### config.mk
export PLATFORM = sky130hd
export DESIGN_NAME = clk_rst_sequencer
export DESIGN_NICKNAME = d
export VERILOG_FILES = /design/src/rtl/clk_rst_sequencer.sv
export SDC_FILE = /design/constraint.sdc
export NUM_CORES = 1
export LEC_CHECK = 0
export CORE_MARGIN = 3
export CORE_UTILIZATION = 40
export DETAILED_ROUTE_END_ITERATION = 12
export GPL_TIMING_DRIVEN = 0
export PLACE_DENSITY_LB_ADDON = 0.2
export SLEW_MARGIN = 20
export SYNTH_ARGS = -nofsm -noshare
export SYNTH_HDL_FRONTEND = slang
export SYNTH_SLANG_ARGS = --single-unit
### constraint.sdc
create_clock -name clk -period 3 [get_ports clk]
set_input_delay 0.6 -clock clk [delete_from_list [all_inputs] [get_ports clk]]
set_output_delay 0.6 -clock clk [all_outputs]
set_load 0.03 [all_outputs]
### src/rtl/clk_rst_sequencer.sv
// Clock divider bank with matching clock-enables, plus a staggered reset release with soft restart.
// Optional build macro CLK_RST_SEQ_GATE_EN holds each clock channel while its reset channel is asserted.
module clk_rst_sequencer #(
    parameter int CLOCKS     = 2,
    parameter int CLOCK_BASE = 2,
    parameter int CLOCK_INC  = 1,
    parameter int RESETS     = 2,
    parameter int RESET_BASE = 16,
    parameter int RESET_INC  = 4,
    parameter int CNT_WIDTH  = 16
) (
    input  logic              clk,
    input  logic              rst,
    input  logic              soft_rst,
    output logic [CLOCKS-1:0] clkv,
    output logic [CLOCKS-1:0] clk_ce,
    output logic [RESETS-1:0] rstv,
    output logic [RESETS-1:0] rstnv,
    output logic              busy
);

    localparam longint LP_CNT_LIMIT = (longint'(1) << CNT_WIDTH) - 1;
    localparam longint LP_H_MAX     = longint'(CLOCK_BASE) + longint'(CLOCKS - 1) * longint'(CLOCK_INC);
    localparam longint LP_R_MAX     = longint'(RESET_BASE) + longint'(RESETS - 1) * longint'(RESET_INC);
    localparam logic [CNT_WIDTH-1:0] LP_R_MAX_CNT = CNT_WIDTH'(RESET_BASE + (RESETS - 1) * RESET_INC);

    // Illegal configurations are stopped at elaboration rather than silently wrapping a counter.
    if (CNT_WIDTH < 1 || CNT_WIDTH > 32) begin : g_bad_width
        $error("clk_rst_sequencer: CNT_WIDTH must be in 1..32");
    end
    if (CLOCKS < 1 || CLOCK_BASE < 1 || CLOCK_INC < 0) begin : g_bad_clock
        $error("clk_rst_sequencer: CLOCKS and CLOCK_BASE must be >= 1, CLOCK_INC >= 0");
    end
    if (RESETS < 1 || RESET_BASE < 1 || RESET_INC < 0) begin : g_bad_reset
        $error("clk_rst_sequencer: RESETS and RESET_BASE must be >= 1, RESET_INC >= 0");
    end
    if (LP_H_MAX > LP_CNT_LIMIT) begin : g_bad_half
        $error("clk_rst_sequencer: largest half-period does not fit CNT_WIDTH");
    end
    if (LP_R_MAX > LP_CNT_LIMIT) begin : g_bad_delay
        $error("clk_rst_sequencer: largest release delay does not fit CNT_WIDTH");
    end

    typedef enum logic [1:0] {
        ST_HOLD,
        ST_COUNT,
        ST_RUN
    } state_t;

    state_t                r_state;
    logic [CNT_WIDTH-1:0]  r_cnt;
    logic [RESETS-1:0]     r_rstv;
    logic                  r_busy;
    logic [CNT_WIDTH-1:0]  w_cnt_inc;
    logic [RESETS-1:0]     w_release;

    assign w_cnt_inc = r_cnt + CNT_WIDTH'(1);

    // A channel is released once the count reaches its delay; the count only rises inside COUNT.
    for (genvar j = 0; j < RESETS; j++) begin : g_rel
        localparam logic [CNT_WIDTH-1:0] LP_DELAY = CNT_WIDTH'(RESET_BASE + j * RESET_INC);
        assign w_release[j] = (w_cnt_inc >= LP_DELAY);
    end

    // NOTE: sequential state uses non-blocking assignments so every register sees pre-edge values.
    always_ff @(posedge clk or posedge rst) begin
        if (rst) begin
            r_state <= ST_HOLD;
            r_cnt   <= '0;
            r_rstv  <= '1;
            r_busy  <= 1'b1;
        end else if (soft_rst) begin
            r_state <= ST_HOLD;
            r_cnt   <= '0;
            r_rstv  <= '1;
            r_busy  <= 1'b1;
        end else begin
            case (r_state)
                ST_HOLD: begin
                    r_state <= ST_COUNT;
                    r_cnt   <= '0;
                    r_rstv  <= '1;
                    r_busy  <= 1'b1;
                end
                ST_COUNT: begin
                    r_cnt  <= w_cnt_inc;
                    r_rstv <= ~w_release;
                    if (w_cnt_inc == LP_R_MAX_CNT) begin
                        r_state <= ST_RUN;
                        r_busy  <= 1'b0;
                    end
                end
                ST_RUN: begin
                    r_rstv <= '0;
                    r_busy <= 1'b0;
                end
                default: begin
                    r_state <= ST_HOLD;
                    r_cnt   <= '0;
                    r_rstv  <= '1;
                    r_busy  <= 1'b1;
                end
            endcase
        end
    end

    assign rstv  = r_rstv;
    assign rstnv = ~r_rstv;
    assign busy  = r_busy;

    for (genvar i = 0; i < CLOCKS; i++) begin : g_div
        localparam logic [CNT_WIDTH-1:0] LP_HALF_M1 = CNT_WIDTH'(CLOCK_BASE + i * CLOCK_INC - 1);

        logic [CNT_WIDTH-1:0] r_div_cnt;
        logic                 r_clk;
        logic                 r_ce;
        logic                 w_wrap;
        logic                 w_hold;

        assign w_wrap = (r_div_cnt == LP_HALF_M1);

`ifdef CLK_RST_SEQ_GATE_EN
        localparam int LP_GATE = (i < RESETS) ? i : RESETS - 1;
        assign w_hold = r_rstv[LP_GATE];
`else
        assign w_hold = 1'b0;
`endif

        // The enable pulse is registered alongside the rising toggle so both appear in the same cycle.
        always_ff @(posedge clk or posedge rst) begin
            if (rst) begin
                r_div_cnt <= '0;
                r_clk     <= 1'b0;
                r_ce      <= 1'b0;
            end else if (w_hold) begin
                r_div_cnt <= '0;
                r_clk     <= 1'b0;
                r_ce      <= 1'b0;
            end else if (w_wrap) begin
                r_div_cnt <= '0;
                r_clk     <= ~r_clk;
                r_ce      <= ~r_clk;
            end else begin
                r_div_cnt <= r_div_cnt + CNT_WIDTH'(1);
                r_ce      <= 1'b0;
            end
        end

        assign clkv[i]   = r_clk;
        assign clk_ce[i] = r_ce;
    end

endmodule

==> results.yml <==
hold_path:
  hp-class: "flip-flop to flip-flop"
  hold_start: "g_div[1].r_clk"
  hold_end: "g_div[1].r_ce"
  min_path_cells: 1
cells_and_area:
  nNetsFinal: 330
  antenna_cells: 0
  area_growth_pct: 15.9
  nFillCells: 664
  drive_gt1_frac: 0.127
worst_setup_path:
  slowest_delay_ps: 530
  r2r_end: "r_state[1]"
  crit_buf_inv: 0
  crit_path_cell_trace: "ha_1 > nand4_1 > nand4_1 > a2111oi_2 > o221ai_2 > or4_1 > a21oi_1"
  worstRegToRegCells: 7
  endpoint_kind: "flip-flop"
  cp_common_cell: "nand4_1"
  worst-path-max-fanout: 7
  worstPathArrival_ps: 2750
  startpoint_type: "flip-flop"
  crit-reg2reg-launch: "r_cnt[0]"
  rrSetupSlack_ps: 520
  cp_slowest_cell: "or4_1"
  cpLargestDelayFamily: "simple AND/OR/NAND/NOR gates"
  cp.required_ps: 3260
  worstSetupPathType: "flip-flop to flip-flop"
timing:
  max_slew_margin: 0.209
  rsz0062_at_grt: "false"
  tightestPinTransition_ps: 1180
  whs_ps: 468
  drv_slew: 0
  period_needed_ps: 2480
  skew_ps: 8.19
  max_freq_mhz: 403
  setup_viol: 0
  finalSetupTns_ps: 0
  finalCritPeriodShare: 0.828
  finalHoldViolations: 0
synthesis:
  synth_top_family_by_area: "simple AND/OR/NAND/NOR gates"
  synth_commonest_cells: "54 x dfrtp_1, 25 x nand2_1, 25 x nor2_1"
  yosysTopAreaCell: "dfrtp_1"
  syn_inst: 296
  synthXorXnorAreaFrac: 0.0999
  synth_compound_area_frac: 0.106
  synthArstFlopShare: 1.00
  yosysSeqAreaShare: 0.480
  syn_nets: 307
  synth_edf_count: 0
  yosys_warnings: 0
  synthSimpleGateAreaFrac: 0.232
  synth_mux_area_frac: 0.00672
  yosysMostFrequentCell: "dfrtp_1"
  synth_flop_cell: "dfrtp_1"
  synth_top_area_share: 0.453
  yosys-top-cells-area: "dfrtp_1 45%, xnor2_1 6.5%, o21ai_0 3.9%, xor2_1 3.5%, ha_1 3.4%"
  synth.distinct_cells: 48
  syn_area_sq_um: 2980
  synthAdderAreaFrac: 0.0336
  synth-seq-cells: 57
  postSynthAreaPerCell_sq_um: 10.1
die:
  fp-row-count: 30
  die_y_um: 92.3
  io-pin-count: 12
  die_x_um: 92.3
  fp.coreArea_sq_um: 7020
  die-area_sq_um: 8520
  start_util: 0.425
global_route:
  grt_pass1_vias: 2181
  grtUsageTotal: 0.145
  antenna_found_initial: 0
  grt_pass1_wl_um: 9900
  grt_max_degree: 39
  grt_overflow_total: 0
clocking:
  hold_buffers: 0
  clk_pin_slew_ps: 70
  clock_latency_ps: 330
  cts.htree.levels: 3
  clock-sinks: 57
  cts_root_buf: "clkbuf_8"
  cts_setup_buffers: 0
  numCtsBuffers: 9
  clock_path_buffers: 2
  cts.repair.resized: 0
  cts_tree: "built"
placed_design:
  place_congestion: 0.827
  port_buffers: 11
  dpl.hpwl_um: 3720
route:
  dr.pass1.iters: 4
  postRouteAntennaNets: 0
  routed-via-count: 2191
  routed_wl_um: 5430
  drt-vias-per-instance: 5.22
  detailedRoute.firstIterationViolations: 123
  post-route-drc-count: 0
  wl_per_cell_um: 12.9
power:
  powerDensity_nw_per_um2: 503
  finalPower_mw: 1.74
  irDropWorstVdd_mv: 0.334
  power_leakage_nw: 1.58
flow_run:
  cap_violations: 0
outcome:
  status: "finished clean"
placed cells by master (no fill, tap or decap), types with 3 or more instances in the layout:
master	count
o31ai_1	7
clkdlybuf4s50_1	11
nand4_1	7
xnor2_1	22
clkbuf_1	7
xor2_1	12
nand2_1	25
dfstp_2	3
o21ai_0	23
nor2b_1	6
and3_1	9
and2_1	3
inv_1	7
buf_4	5
or3b_2	3
nand2b_1	3
nor2_1	25
nor4_1	4
clkbuf_8	10
dfrtp_1	54
a21oi_1	4
nor3_1	6
nand3_1	18
ha_1	8
logic make-up after synthesis:
| kind of cell | count (synthesis) |
|---|---|
| buffers and inverters | 24 |
| and+or+nand+nor | 123 |
| adders and majority gates | 8 |
| muxes | 2 |
| xor gates and xnor gates | 34 |
| AOI/OAI and AO/OA | 48 |
| DFF | 57 |
routing by layer:
layer,GRT usage,up-vias,wire (um)
li1,-,1082,-
met3,0.0544,7,306
met2,0.215,46,2460
met1,0.194,1056,2580
met4,0.0545,0,75
met5,0,-,0
layout make-up:
type                    count  area [sq um]  share of cell area
flip-flops and latches     57          1430               0.414
multi-input cells         215          1420               0.412
clock buffers              11           141              0.0409
repair buffers             12           130              0.0377
well taps                  96           120              0.0348
plain buffers              16          96.3              0.0279
clock inverters             5          78.8              0.0228
inverters                   8          32.5             0.00942
flip-flops by register name, summed over array words and instances, names as in the netlist:
signal / flops
busy: 1
g_div.r_div_cnt: 32
r_cnt: 16
rstv: 2
g_div.r_clk: 2
r_state: 2
g_div.r_ce: 2
how the worst max path moves through the flow:
stage / to / start / slack [ps] / cells past startpoint
after floorplan: r_state[1] / r_cnt[0] / 790 / 7
after global placement: g_div[0].r_div_cnt[2] / rst / -110 / 2
after detailed placement: r_cnt[3] / soft_rst / 340 / 7
after CTS: r_state[1] / r_cnt[0] / 510 / 7
after global routing: r_state[1] / r_cnt[0] / 360 / 7
final: r_state[1] / r_cnt[0] / 520 / 7
through the flow:
stage	utilization	instance area [sq um]	cells	setup slack, ps
after floorplan	-	2980	296	794
after global placement	0.457	3210	403	-113
after detailed placement	0.461	3230	404	342
after CTS	0.492	3450	420	508
after global routing	0.492	3450	420	360
final	0.492	3450	420	516
report_power, final:
group / switching, mW / internal [mW]
Combinational: 0.0873 / 0.0544
Clock: 0.309 / 0.489
Sequential: 0.0107 / 0.786
Total: 0.407 / 1.33
(Power assumes the default switching activity.)
